==> src/rtl/tpu_operand_feeder.sv <==
// Operand feeder: queues sign-magnitude operand pairs and streams vec_len of them to a MAC stage.
// Outputs are registered one edge after the state that produces them; in_ready depends only on FIFO occupancy.
module tpu_operand_feeder #(
  parameter int FIFO_DEPTH = 4
) (
  input  logic       clk,
  input  logic       reset,
  input  logic       start,
  input  logic [3:0] vec_len,
  input  logic       in_valid,
  output logic       in_ready,
  input  logic [7:0] in_a,
  input  logic [7:0] in_b,
  output logic [7:0] input1,
  output logic [7:0] input2,
  output logic       mac_clear,
  output logic       dot_done,
  output logic       busy,
  output logic       error
);

  localparam int PTR_W = (FIFO_DEPTH > 1) ? $clog2(FIFO_DEPTH) : 1;
  localparam int CNT_W = PTR_W + 1;
  localparam logic [CNT_W-1:0] FULL_CNT = CNT_W'(FIFO_DEPTH);

  typedef enum logic [1:0] {IDLE, CLEAR, RUN, DONE} state_t;

  state_t           state, state_nxt;
  logic [15:0]      mem [FIFO_DEPTH];
  logic [PTR_W-1:0] wr_ptr, rd_ptr;
  logic [CNT_W-1:0] occ;
  logic             fifo_empty, push, pop;
  logic [15:0]      head;
  logic [3:0]       len_q, len_nxt, pair_cnt, cnt_nxt;
  logic [7:0]       op1_nxt, op2_nxt;
  logic             clear_nxt, done_nxt, error_nxt;

  // Negative zero would look like a live operand to the MAC; fold it to +0.
  function automatic logic [7:0] canon(input logic [7:0] v);
    return (v == 8'h80) ? 8'h00 : v;
  endfunction

  assign fifo_empty = (occ == '0);
  assign in_ready   = (occ != FULL_CNT);
  assign push       = in_valid && in_ready;
  assign head       = mem[rd_ptr];
  assign busy       = (state != IDLE);

  always_ff @(posedge clk) begin
    if (push) begin
      mem[wr_ptr] <= {in_a, in_b};
    end
  end

  always_ff @(posedge clk) begin
    if (reset) begin
      wr_ptr <= '0;
      rd_ptr <= '0;
      occ    <= '0;
    end else begin
      if (push) begin
        wr_ptr <= wr_ptr + PTR_W'(1);
      end
      if (pop) begin
        rd_ptr <= rd_ptr + PTR_W'(1);
      end
      case ({push, pop})
        2'b10:   occ <= occ + CNT_W'(1);
        2'b01:   occ <= occ - CNT_W'(1);
        default: occ <= occ;
      endcase
    end
  end

  always_comb begin
    state_nxt = state;
    len_nxt   = len_q;
    cnt_nxt   = pair_cnt;
    pop       = 1'b0;
    op1_nxt   = 8'h00;
    op2_nxt   = 8'h00;
    clear_nxt = 1'b0;
    done_nxt  = 1'b0;
    error_nxt = 1'b0;
    if (start && (state != IDLE)) begin
      error_nxt = 1'b1;
    end
    case (state)
      IDLE: begin
        if (start) begin
          if (vec_len == 4'd0) begin
            error_nxt = 1'b1;
          end else begin
            len_nxt   = vec_len;
            cnt_nxt   = 4'd0;
            state_nxt = CLEAR;
          end
        end
      end
      CLEAR: begin
        clear_nxt = 1'b1;
        state_nxt = RUN;
      end
      RUN: begin
        // An empty FIFO leaves a zero bubble and the count untouched.
        if (!fifo_empty) begin
          pop     = 1'b1;
          op1_nxt = canon(head[15:8]);
          op2_nxt = canon(head[7:0]);
          cnt_nxt = pair_cnt + 4'd1;
          if (cnt_nxt == len_q) begin
            state_nxt = DONE;
          end
        end
      end
      DONE: begin
        done_nxt  = 1'b1;
        state_nxt = IDLE;
      end
      default: state_nxt = IDLE;
    endcase
  end

  always_ff @(posedge clk) begin
    if (reset) begin
      state     <= IDLE;
      len_q     <= 4'd0;
      pair_cnt  <= 4'd0;
      input1    <= 8'h00;
      input2    <= 8'h00;
      mac_clear <= 1'b0;
      dot_done  <= 1'b0;
      error     <= 1'b0;
    end else begin
      state     <= state_nxt;
      len_q     <= len_nxt;
      pair_cnt  <= cnt_nxt;
      input1    <= op1_nxt;
      input2    <= op2_nxt;
      mac_clear <= clear_nxt;
      dot_done  <= done_nxt;
      error     <= error_nxt;
    end
  end

endmodule

==> config.mk <==
export PLATFORM = sky130hd
export DESIGN_NAME = tpu_operand_feeder
export DESIGN_NICKNAME = d
export VERILOG_FILES = /design/src/rtl/tpu_operand_feeder.sv
export SDC_FILE = /design/constraint.sdc
export NUM_CORES = 1
export LEC_CHECK = 0
export ABC_AREA = 1
export BUFFER_PORTS_ARGS = -buffer_cell sky130_fd_sc_hd__buf_2
export CORE_MARGIN = 2
export CORE_UTILIZATION = 35
export CTS_CLUSTER_SIZE = 8
export DETAILED_ROUTE_END_ITERATION = 10
export HOLD_SLACK_MARGIN = 0.06
export PLACE_DENSITY = 0.52
export REMOVE_ABC_BUFFERS = 1
export SLEW_MARGIN = 10
export SYNTH_ARGS = -nofsm -noshare
export SYNTH_HDL_FRONTEND = slang
export SYNTH_SLANG_ARGS = --single-unit
==> constraint.sdc <==
create_clock -name clk -period 2.3 [get_ports clk]
set_input_delay 0.46 -clock clk [delete_from_list [all_inputs] [get_ports clk]]
set_output_delay 0.46 -clock clk [all_outputs]
set_load 0.05 [all_outputs]
==> results of run 1 <==
## power by group through the flow
stage	Clock (uW)	Combinational [uW]	Sequential, uW
final	1400	976	2180
after detailed placement	0	989	2220
after global placement	0	976	2220
after global routing	1530	1110	2200
after CTS	1450	993	2180
after floorplan	0	591	2350
## cell usage after synthesis
| master | instances |
|---|---|
| a21oi_1 | 18 |
| a21oi_2 | 2 |
| buf_2 | 5 |
| buf_4 | 2 |
| buf_6 | 2 |
| clkbuf_1 | 2 |
| dfxtp_1 | 38 |
| edfxtp_1 | 64 |
| fa_1 | 1 |
| ha_1 | 11 |
| inv_1 | 31 |
| inv_2 | 7 |
| nand2_1 | 97 |
| nand3_1 | 34 |
| nand4_1 | 5 |
| nor2_1 | 40 |
| nor2_2 | 2 |
| nor3_1 | 2 |
| o211ai_1 | 2 |
| o21ai_0 | 12 |
| o21ai_1 | 6 |
| o21ai_2 | 2 |
| xnor2_1 | 1 |
## registers in the layout (all words and copies together) (netlist names), named ones only
signal	cells
mem	64
input2	8
rd_ptr	2
len_q	4
occ	3
error	1
mac_clear	1
dot_done	1
wr_ptr	2
pair_cnt	4
state	2
input1	8
## area by class of cell
type / instances / area, um2 / share of cell area (%)
clock inverter: 5 / 33.8 / 0.719
multi-input combinational: 235 / 1130 / 24.2
inverter: 38 / 143 / 3.04
antenna: 1 / 2.50 / 0.0533
clock buffer: 11 / 243 / 5.17
sequential: 102 / 2680 / 57.1
tap: 143 / 179 / 3.81
timing repair buffer: 52 / 280 / 5.97
## final timing paths
| path | start | endpoint | slack [ns] | cells past startpoint |
|---|---|---|---|---|
| worst max-delay path | state[0]$_SDFFE_PP0P_ | occ[2]$_SDFFE_PP0P_ | 0.19 | 11 |
| worst min-delay path | in_b[3] | mem[3][3]$_DFFE_PP_ | 0.32 | 1 |
| worst max register to register | state[0]$_SDFFE_PP0P_ | occ[2]$_SDFFE_PP0P_ | 0.19 | 11 |
| worst min register to register | rd_ptr[0]$_SDFFE_PP0P_ | rd_ptr[0]$_SDFFE_PP0P_ | 0.48 | 1 |
## through the flow
| stage | worst slack (ns) | utilization (%) | area [um2] | instances |
|---|---|---|---|---|
| floorplan | 0.0129 | - | 3960 | 375 |
| global placement | 0.258 | 39.0 | 4420 | 570 |
| detailed placement | 0.197 | 39.0 | 4420 | 570 |
| CTS | 0.182 | 41.5 | 4700 | 586 |
| global route | 0.0267 | 41.5 | 4700 | 586 |
| finish | 0.190 | 41.5 | 4700 | 587 |
## worst max-delay path, cell delays in order, from the launching register on
cell,delay (ns)
dfxtp_1,0.33
inv_1,0.12
ha_1,0.22
inv_1,0.10
nor2_1,0.16
ha_1,0.17
inv_1,0.06
fa_1,0.38
a21oi_1,0.14
o21ai_0,0.10
o21ai_0,0.16
a21oi_1,0.06
## logic make-up after synthesis
group | count (synthesis)
DFF | 102
xor gates and xnor gates | 1
and+or+nand+nor | 180
adders and majority gates | 12
buffers and inverters | 49
AOI/OAI and AO/OA | 42
## per-layer routing
metal	share of wire, %	up-vias
met2	47	49
met3	5.8	12
li1	-	1384
met1	46	1206
met5	0	-
met4	1.5	0
==> PnR_summary.wiki, run 1 <==
{| class="wikitable"
! Metric !! Value
|-
| Outcome || finished, final reports clean
|-
| Mux share of post-synthesis cell area || 0%
|-
| Sequential cell area fraction in the yosys report || 66.6%
|-
| Number of remaining DRC errors || 0
|-
| Via density per instance || around 4.5
|-
| Pwr Density || 971 nW/um2
|-
| Sink Count || 102
|-
| DRC marker count from the first detailed-route iteration || 180
|-
| Dominant cell type by area after synthesis || edfxtp_1
|-
| Startpoint types || flop
|-
| Antenna violation net count after detailed routing || 0
|-
| Arithmetic-cell share of the synthesized area counting full adders, half adders and majority gates || between 3 and 4%
|-
| Main combinational cell family by area after synthesis || simple AND/OR/NAND/NOR gates
|-
| Tightest Pin Transition || 0.571 ns
|-
| Xor/xnor cell area share of the yosys netlist || less than 1%
|-
| Clock period minus final worst setup slack || 2.11 ns
|-
| Final number of max-transition violations || 0
|-
| Switching power share of the total || 30.6%
|-
| Total of cells resized after clock tree synthesis || 0
|-
| Worst rel slew slack || 61.9%
|-
| Net switching power || 1400 uW
|-
| Die X-Extent || 111 um
|-
| Share of power burned in the clock network || a little under a third
|-
| Clock tree from TritonCTS || done
|-
| Synth Warn # || 0
|-
| DR WL/cell || 12.8 um
|-
| Final estimated routing congestion in global placement || 0.784
|-
| Maximum count of clock buffers along a single path || 2
|-
| Cell count after synthesis || 386
|-
| Global Route met2 Usage || 20.9%
|-
| Number of max-cap violations || 0
|-
| Critical Path Fanout Max || 4
|-
| Number of standard-cell rows in the floorplan || 39
|-
| Highest clock frequency the design can meet || 0.474 GHz
|-
| Count of endpoints failing hold in the final timing report || 0
|-
| Die Span Y || 111 um
|-
| Clock skew after layout || 0.00612 ns
|-
| Data arrival at the endpoint of the critical path || 2.34 ns
|-
| Clock-pin slew on the worst setup and hold paths || 0.07 ns
|-
| Hold Worst Slack || between 0.3 and 0.4 ns
|-
| First-pass detailed-route iteration total || 4
|-
| Number of buffers added to fix hold violations after cts || 0
|-
| Post-synth cell types || 23
|-
| Antenna violations before repair || 1
|-
| Critical Setup Path Class || reg -> reg
|-
| Detailed-route via count || approximately 2700
|-
| Met3 routing resource usage after global routing || 5.30%
|-
| Endpoint required time on the critical path || 2.53 ns
|-
| Most utilized layer in the global route result || met2
|-
| # port buffers || 44
|-
| Number of endpoints failing setup at the final stage || 0
|-
| Proportion of netlist area held by the largest area contributor || 47.7%
|-
| Setup repair after global routing missed its margin || no
|-
| Core Region || 11300 um2
|-
| Mean area per synthesized cell || 10.4 um2
|-
| Setup fix buffers added after clock tree synthesis || 0
|-
| Routed wire length || 7530 um
|-
| Internal portion of total power || ~3200 uW
|-
| Yosys reg bits || 102
|-
| Total CTS buffers || 9
|-
| Leading cell type in the layout, fill and taps excluded || nand2_1
|-
| P&R area growth vs syn || 16.6%
|-
| Fraction of power consumed by combinational cells || 21.4%
|-
| Pin count of the biggest net entering global routing || 33
|-
| Synth Area in Compound Gates || 5.71%
|-
| CP endpoint kind || flop
|-
| Area of the mapped netlist || around 4000 um2
|-
| Total grt overflow || 0
|-
| Initial Util || a little over a third
|-
| Sequential share of power || 47.9%
|-
| Final Net Count || 474
|-
| Tot GR Track Use || 13.1%
|-
| Global-route track usage on met1 || 16.3%
|-
| Share of post-route cells with drive strength above 1 || 18.1%
|-
| Commonest non-fill, non-tap cells in the layout || nand2_1, edfxtp_1, buf_2
|-
| Buffer type at the clock tree root || clkbuf_16
|-
| Filler cell count in the final layout || between 1000 and 1500
|-
| Skew-Pair Late Insertion Delay || between 0.3 and 0.4 ns
|-
| Total power after layout || around 4600 uW
|-
| Leakage power || 0.00193 uW
|-
| Simple-gate share of the synthesized area || 18.3%
|-
| Number of global-route vias before repair || 2482
|-
| IO Pins || 45
|-
| Area of the die || 12400 um2
|-
| Maximum ir drop on the vdd rail || 0.573 mV
|-
| DP Wirelength || 4870 um
|-
| Largest cells by area after synthesis || edfxtp_1, dfxtp_1, nand2_1
|-
| Final period utilization || about nine tenths
|-
| Hold WC Path Type || in -> reg
|-
| Max H-tree Level || 3
|-
| Global-route wire length before repair || 12400 um
|-
| Setup TNS || 0 ns
|}
No activity file was read; power rests on OpenSTA's default activity.
==> inputs of run 2 (changes only) <==
--- a/config.mk
+++ b/config.mk
@@ -12,7 +12,7 @@
 export CTS_CLUSTER_SIZE = 8
 export DETAILED_ROUTE_END_ITERATION = 10
 export HOLD_SLACK_MARGIN = 0.06
-export PLACE_DENSITY = 0.52
+export PLACE_DENSITY = 0.64
 export REMOVE_ABC_BUFFERS = 1
 export SLEW_MARGIN = 10
 export SYNTH_ARGS = -nofsm -noshare
==> PnR_summary.wiki, run 2 (synthesis results as in run 1) <==
{| class="wikitable"
! Metric !! Value
|-
| Outcome || finished, final reports clean
|-
| Sink Count || 102 (unchanged)
|-
| Leading cell type in the layout, fill and taps excluded || nand2_1
|-
| Critical Path Fanout Max || 4 (unchanged)
|-
| Critical Setup Path Class || reg -> reg
|-
| Tot GR Track Use || 12.6% (-0.49 points)
|-
| Commonest non-fill, non-tap cells in the layout || nand2_1, edfxtp_1, buf_2
|-
| Clock tree from TritonCTS || done
|-
| Clock period minus final worst setup slack || 2.05 ns (-0.0588 ns)
|-
| Register ranked first by flip-flop count || mem
|-
| Tightest Pin Transition || 0.571 ns (-0.000395 ns)
|-
| Antenna violation net count after detailed routing || 0 (unchanged)
|-
| Setup TNS || 0 ns (unchanged)
|-
| Endpoint, Worst Hold || mem[0][3]$_DFFE_PP_
|-
| Number of max-cap violations || 0 (unchanged)
|-
| P&R area growth vs syn || 17.0%
|-
| Worst rel slew slack || 61.9% (about the same)
|-
| Number of endpoints failing setup at the final stage || 0 (unchanged)
|-
| Via density per instance || 4.57 (+1.1%)
|-
| Endpoint required time on the critical path || 2.53 ns (about the same)
|-
| Launch instance of the worst register-to-register path || state[0]$_SDFFE_PP0P_
|-
| Total placed instance area || 4430 um2 (+0.17%)
|-
| DP Wirelength || 4950 um (+1.7%)
|-
| Final number of max-transition violations || 0 (unchanged)
|-
| Leakage power || 0.00193 uW (-0.13%)
|-
| Final cell area excluding filler cells || 4720 um2 (+0.40%)
|-
| Area of the die || 12400 um2 (unchanged)
|-
| Share of post-route cells with drive strength above 1 || 18.9% (+0.86 points)
|-
| Number of global-route vias before repair || 2614 (+5.3%)
|-
| Die X-Extent || 111 um (unchanged)
|-
| Filler cell count in the final layout || 1093 (-0.91%)
|-
| CP endpoint kind || flop
|-
| DRC marker count from the first detailed-route iteration || 165 (-8.3%)
|-
| Worst-case reg-to-reg path depth || 11 (unchanged)
|-
| Final Net Count || 475 (+0.21%)
|-
| Final period utilization || 89.2% (-2.6 points)
|-
| Antenna violations before repair || 1 (unchanged)
|-
| Global-route wire length before repair || 12300 um (-0.94%)
|-
| Detailed-route via count || 2685 (+1.3%)
|-
| Total grt overflow || 0 (unchanged)
|-
| Clock skew after layout || 0.0122 ns (+0.00604 ns)
|-
| Count of endpoints failing hold in the final timing report || 0 (unchanged)
|-
| Core Region || 11300 um2 (unchanged)
|-
| First-pass detailed-route iteration total || 4 (unchanged)
|-
| Hold WC Path Type || in -> reg
|-
| Number of cells traversed by the worst hold path || 1 (unchanged)
|-
| Skew-Pair Late Insertion Delay || 0.34 ns (about the same)
|-
| Die Span Y || 111 um (unchanged)
|-
| Registers with the most flip-flops || mem: 64 flops, input1: 8 flops, input2: 8 flops
|-
| Startpoint types || flop
|-
| Number of remaining DRC errors || 0 (unchanged)
|-
| Number of standard-cell rows in the floorplan || 39 (unchanged)
|-
| Register cell area after layout || 2680 um2 (unchanged)
|-
| Final estimated routing congestion in global placement || 0.741 (-5.4%)
|-
| DR WL/cell || 12.7 um (-1.0%)
|-
| Setup slack of the most critical reg-to-reg path || 0.25 ns (+0.06 ns)
|-
| Initial Util || 35.6% (unchanged)
|-
| IO Pins || 45 (unchanged)
|-
| Setup repair after global routing missed its margin || no
|-
| Setup fix buffers added after clock tree synthesis || 0 (unchanged)
|-
| Max H-tree Level || 3 (unchanged)
|-
| Data arrival at the endpoint of the critical path || 2.28 ns (-0.06 ns)
|-
| Pwr Density || 972 nW/um2 (+0.13%)
|-
| Number of buffers added to fix hold violations after cts || 0 (unchanged)
|-
| Flip-flop count of the largest register after layout || 64 (unchanged)
|-
| Highest clock frequency the design can meet || 0.488 GHz (+2.9%)
|-
| Multi-input gate area in the final layout || 1140 um2 (+0.44%)
|-
| Routed wire length || 7470 um (-0.86%)
|-
| Maximum count of clock buffers along a single path || 2 (unchanged)
|-
| Min-Delay Startpoint || in_b[3]
|-
| Total CTS buffers || 9 (unchanged)
|-
| Maximum ir drop on the vdd rail || 0.549 mV (-4.2%)
|-
| Clock-pin slew on the worst setup and hold paths || 0.07 ns (about the same)
|-
| Buffer type at the clock tree root || clkbuf_16
|-
| Pin count of the biggest net entering global routing || 33 (unchanged)
|-
| Endpoint of the most critical register-to-register path || occ[2]$_SDFFE_PP0P_
|-
| # port buffers || 44 (unchanged)
|}
## run 2: per-stage QoR
stage / hold WS, ns / total power (uW) / worst slack, ns / utilization (%) / std cells
detailed placement: 0.467 / 3210 / 0.153 / 39.1 / 571
floorplan: 0.442 / 2940 / 0.0129 / - / 375
global placement: 0.455 / 3180 / 0.262 / 39.1 / 571
finish: 0.335 / 4580 / 0.249 / 41.7 / 588
CTS: 0.324 / 4620 / 0.133 / 41.6 / 587
global route: 0.329 / 4840 / 0.0376 / 41.6 / 587
## run 2: power by group
part,switching [uW],total [uW],internal [uW]
registers,68.7,2180,2110
clock network,666,1410,746
logic,700,990,290
total,1430,4580,3150
## run 2: final cells by class
class / instances / area share [%]
diodes: 1 / 0.0531
clock buffers: 9 / 4.77
inverters: 38 / 3.02
clock inverters: 7 / 1.22
multi-input cells: 235 / 24.2
well taps: 143 / 3.79
flip-flops and latches: 102 / 56.9
repair buffers: 53 / 6.10
## run 2: worst max path at each step
stage	slack (ns)	end	startpoint
floorplan	0.01	occ[2]$_SDFFE_PP0P_	occ[0]$_SDFFE_PP0P_
global placement	0.26	occ[2]$_SDFFE_PP0P_	state[0]$_SDFFE_PP0P_
detailed placement	0.15	occ[2]$_SDFFE_PP0P_	state[0]$_SDFFE_PP0P_
CTS	0.13	occ[2]$_SDFFE_PP0P_	state[0]$_SDFFE_PP0P_
global route	0.04	occ[2]$_SDFFE_PP0P_	state[0]$_SDFFE_PP0P_
finish	0.25	occ[2]$_SDFFE_PP0P_	state[0]$_SDFFE_PP0P_
## run 2: metal layers
| metal | vias up | global-route usage (%) | part of all wire [%] |
|---|---|---|---|
| met2 | 62 | 21.9 | 49 |
| met1 | 1221 | 15.1 | 44 |
| met4 | 0 | 3.95 | 1.3 |
| li1 | 1395 | - | - |
| met3 | 7 | 3.61 | 5.7 |
| met5 | - | 0 | 0 |
## run 2: critical path, stage by stage (launching register included)
cell	delay [ns]
dfxtp_1	0.33
inv_1	0.13
ha_2	0.23
inv_1	0.09
nor2_2	0.14
ha_1	0.15
inv_1	0.07
fa_1	0.40
a21oi_1	0.15
o21ai_1	0.09
o21ai_1	0.12
a21oi_1	0.05
## run 2: what timing repair did
| item | 4_1_cts | 5_1_grt |
|---|---|---|
| gates resized for setup | 0 | 4 |
| endpoints found under the hold margin | 0 | 0 |
| setup endpoints to repair | 0 | 1 |
==> inputs of run 3 (changes only) <==
--- a/config.mk
+++ b/config.mk
@@ -13,6 +13,7 @@
 export DETAILED_ROUTE_END_ITERATION = 10
 export HOLD_SLACK_MARGIN = 0.06
 export PLACE_DENSITY = 0.64
+export RECOVER_POWER = 25
 export REMOVE_ABC_BUFFERS = 1
 export SLEW_MARGIN = 10
 export SYNTH_ARGS = -nofsm -noshare
==> PnR_summary.wiki, run 3 (synthesis results as in run 1) <==
{| class="wikitable"
! Metric !! Value
|-
| Number of global-route vias before repair || 2614 (unchanged)
|-
| Antenna violations before repair || 0 (-1)
|-
| Count of endpoints failing hold in the final timing report || 0 (unchanged)
|-
| Skew-Pair Late Insertion Delay || 0.34 ns (about the same)
|-
| Final period utilization || 89.3% (+0.097 points)
|-
| Share of power burned in the clock network || 30.8% (about the same)
|-
| Maximum count of clock buffers along a single path || 2 (unchanged)
|-
| Clock-pin slew on the worst setup and hold paths || 0.07 ns (about the same)
|-
| Flip-flop count of the largest register after layout || 64 (unchanged)
|-
| Sink Count || 102 (unchanged)
|-
| Commonest non-fill, non-tap cells in the layout || nand2_1, edfxtp_1, nor2_1
|-
| Worst rel slew slack || 61.7% (-0.25 points)
|-
| Critical Setup Path Class || reg -> reg
|-
| DRC marker count from the first detailed-route iteration || 164 (-0.61%)
|-
| Setup TNS || 0 ns (unchanged)
|-
| Total CTS buffers || 9 (unchanged)
|-
| Die Span Y || 111 um (unchanged)
|-
| Number of cells traversed by the worst hold path || 1 (unchanged)
|-
| Highest clock frequency the design can meet || 0.487 GHz (-0.11%)
|-
| Outcome || finished, final reports clean
|-
| Endpoint required time on the critical path || 2.53 ns (about the same)
|-
| Global-route wire length before repair || 12300 um (unchanged)
|-
| P&R area growth vs syn || 16.6%
|-
| Sequential share of power || 47.6% (about the same)
|-
| Leading cell type in the layout, fill and taps excluded || nand2_1
|-
| IO Pins || 45 (unchanged)
|-
| Total power after layout || 4580 uW (about the same)
|-
| DR WL/cell || 12.7 um (+0.30%)
|-
| Clock period minus final worst setup slack || 2.05 ns (+0.00224 ns)
|-
| Worst-case reg-to-reg path depth || 11 (unchanged)
|-
| Endpoint, Worst Hold || mem[2][12]$_DFFE_PP_
|-
| Clock tree from TritonCTS || done
|-
| Routed wire length || 7480 um (+0.13%)
|-
| Hold Worst Slack || 0.354 ns (+0.0195 ns)
|-
| Registers with the most flip-flops || mem: 64 flops, input1: 8 flops, input2: 8 flops
|-
| Min-Delay Startpoint || in_a[4]
|-
| Setup repair after global routing missed its margin || no
|-
| Pin count of the biggest net entering global routing || 33 (unchanged)
|-
| Launch instance of the worst register-to-register path || state[0]$_SDFFE_PP0P_
|-
| Detailed-route via count || 2688 (+0.11%)
|-
| Tot GR Track Use || 12.6% (unchanged)
|-
| Tightest Pin Transition || 0.574 ns (+0.00371 ns)
|-
| Final estimated routing congestion in global placement || 0.741 (unchanged)
|-
| Data arrival at the endpoint of the critical path || 2.28 ns (about the same)
|-
| Fraction of power consumed by combinational cells || 21.5% (about the same)
|-
| Hold WC Path Type || in -> reg
|-
| Endpoint of the most critical register-to-register path || occ[2]$_SDFFE_PP0P_
|-
| Final number of max-transition violations || 0 (unchanged)
|-
| Via density per instance || 4.58 (+0.28%)
|-
| Core Region || 11300 um2 (unchanged)
|-
| Critical Path Fanout Max || 4 (unchanged)
|-
| Number of remaining DRC errors || 0 (unchanged)
|-
| Clock skew after layout || 0.0135 ns (+0.00134 ns)
|-
| Number of standard-cell rows in the floorplan || 39 (unchanged)
|-
| Number of endpoints failing setup at the final stage || 0 (unchanged)
|-
| Die X-Extent || 111 um (unchanged)
|-
| Total grt overflow || 0 (unchanged)
|-
| CP endpoint kind || flop
|-
| # port buffers || 44 (unchanged)
|-
| Share of post-route cells with drive strength above 1 || 16.2% (-2.7 points)
|-
| First-pass detailed-route iteration total || 4 (unchanged)
|-
| Maximum ir drop on the vdd rail || 0.548 mV (-0.18%)
|-
| Diode insertion count for antenna repair || 0 (-1)
|-
| Switching power share of the total || 31.3% (about the same)
|-
| Buffer type at the clock tree root || clkbuf_16
|-
| Register ranked first by flip-flop count || mem
|-
| Final Net Count || 475 (unchanged)
|-
| Internal portion of total power || 3150 uW (about the same)
|-
| Initial Util || 35.6% (unchanged)
|-
| Startpoint types || flop
|-
| Setup slack of the most critical reg-to-reg path || 0.25 ns (about the same)
|-
| Area of the die || 12400 um2 (unchanged)
|-
| Leakage power || 0.00189 uW (-1.7%)
|-
| DP Wirelength || 4950 um (unchanged)
|-
| Number of max-cap violations || 0 (unchanged)
|-
| Antenna violation net count after detailed routing || 0 (unchanged)
|-
| Net switching power || 1430 uW (about the same)
|-
| Pwr Density || 975 nW/um2 (+0.30%)
|-
| Max H-tree Level || 3 (unchanged)
|}
==> run 3: worst max path at each step <==
| stage | end | slack (ns) | from | cells after the start |
|---|---|---|---|---|
| 4_1_cts | occ[2]$_SDFFE_PP0P_ | 0.13 | state[0]$_SDFFE_PP0P_ | 11 |
| 2_1_floorplan | occ[2]$_SDFFE_PP0P_ | 0.01 | occ[0]$_SDFFE_PP0P_ | 10 |
| 5_1_grt | occ[2]$_SDFFE_PP0P_ | 0.04 | state[0]$_SDFFE_PP0P_ | 11 |
| 3_5_place_dp | occ[2]$_SDFFE_PP0P_ | 0.15 | state[0]$_SDFFE_PP0P_ | 11 |
| 3_3_place_gp | occ[2]$_SDFFE_PP0P_ | 0.26 | state[0]$_SDFFE_PP0P_ | 11 |
| 6_report | occ[2]$_SDFFE_PP0P_ | 0.25 | state[0]$_SDFFE_PP0P_ | 11 |
==> run 3: metrics by stage <==
step	utilization [%]	setup slack, ns	cells	instance area (um2)
final	41.5	0.247	587	4700
after global routing	41.5	0.0376	587	4700
after CTS	41.6	0.133	587	4710
after detailed placement	39.1	0.153	571	4430
after global placement	39.1	0.262	571	4430
after floorplan	-	0.0129	375	3960
==> run 3: power groups by stage <==
stage	combinational [uW]	clock (uW)	sequential, uW
floorplan	591	0	2350
global placement	968	0	2220
detailed placement	990	0	2220
CTS	995	1450	2180
global route	1130	1510	2200
finish	987	1410	2180
==> run 3: repair_timing <==
item,CTS,global route
gates resized for setup,0,4
buffers inserted,0,0
endpoints found under the hold margin,0,0
setup endpoints to repair,0,1
hold buffers,0,0
==> run 3: layout make-up <==
cell class / count / area, um2
inverters: 38 / 143
clock inverters: 7 / 57.6
flip-flops and latches: 102 / 2680
clock buffers: 9 / 225
repair buffers: 53 / 273
well taps: 143 / 179
fillers: 1095 / 6620
multi-input cells: 235 / 1140
==> run 3: worst max-delay path, cell delays in order (launching register included) <==
cell	delay, ns
dfxtp_1	0.33
inv_1	0.13
ha_2	0.23
inv_1	0.09
nor2_2	0.14
ha_1	0.15
inv_1	0.07
fa_1	0.40
a21oi_1	0.15
o21ai_1	0.09
o21ai_1	0.12
a21oi_1	0.05
==> run 3: metal layers <==
layer	vias up	global-route usage, %	share of wire (%)
li1	1393	-	-
met1	1231	15.1	44
met2	57	21.9	50
met3	7	3.61	4.7
met4	0	3.95	1.3
met5	-	0	0
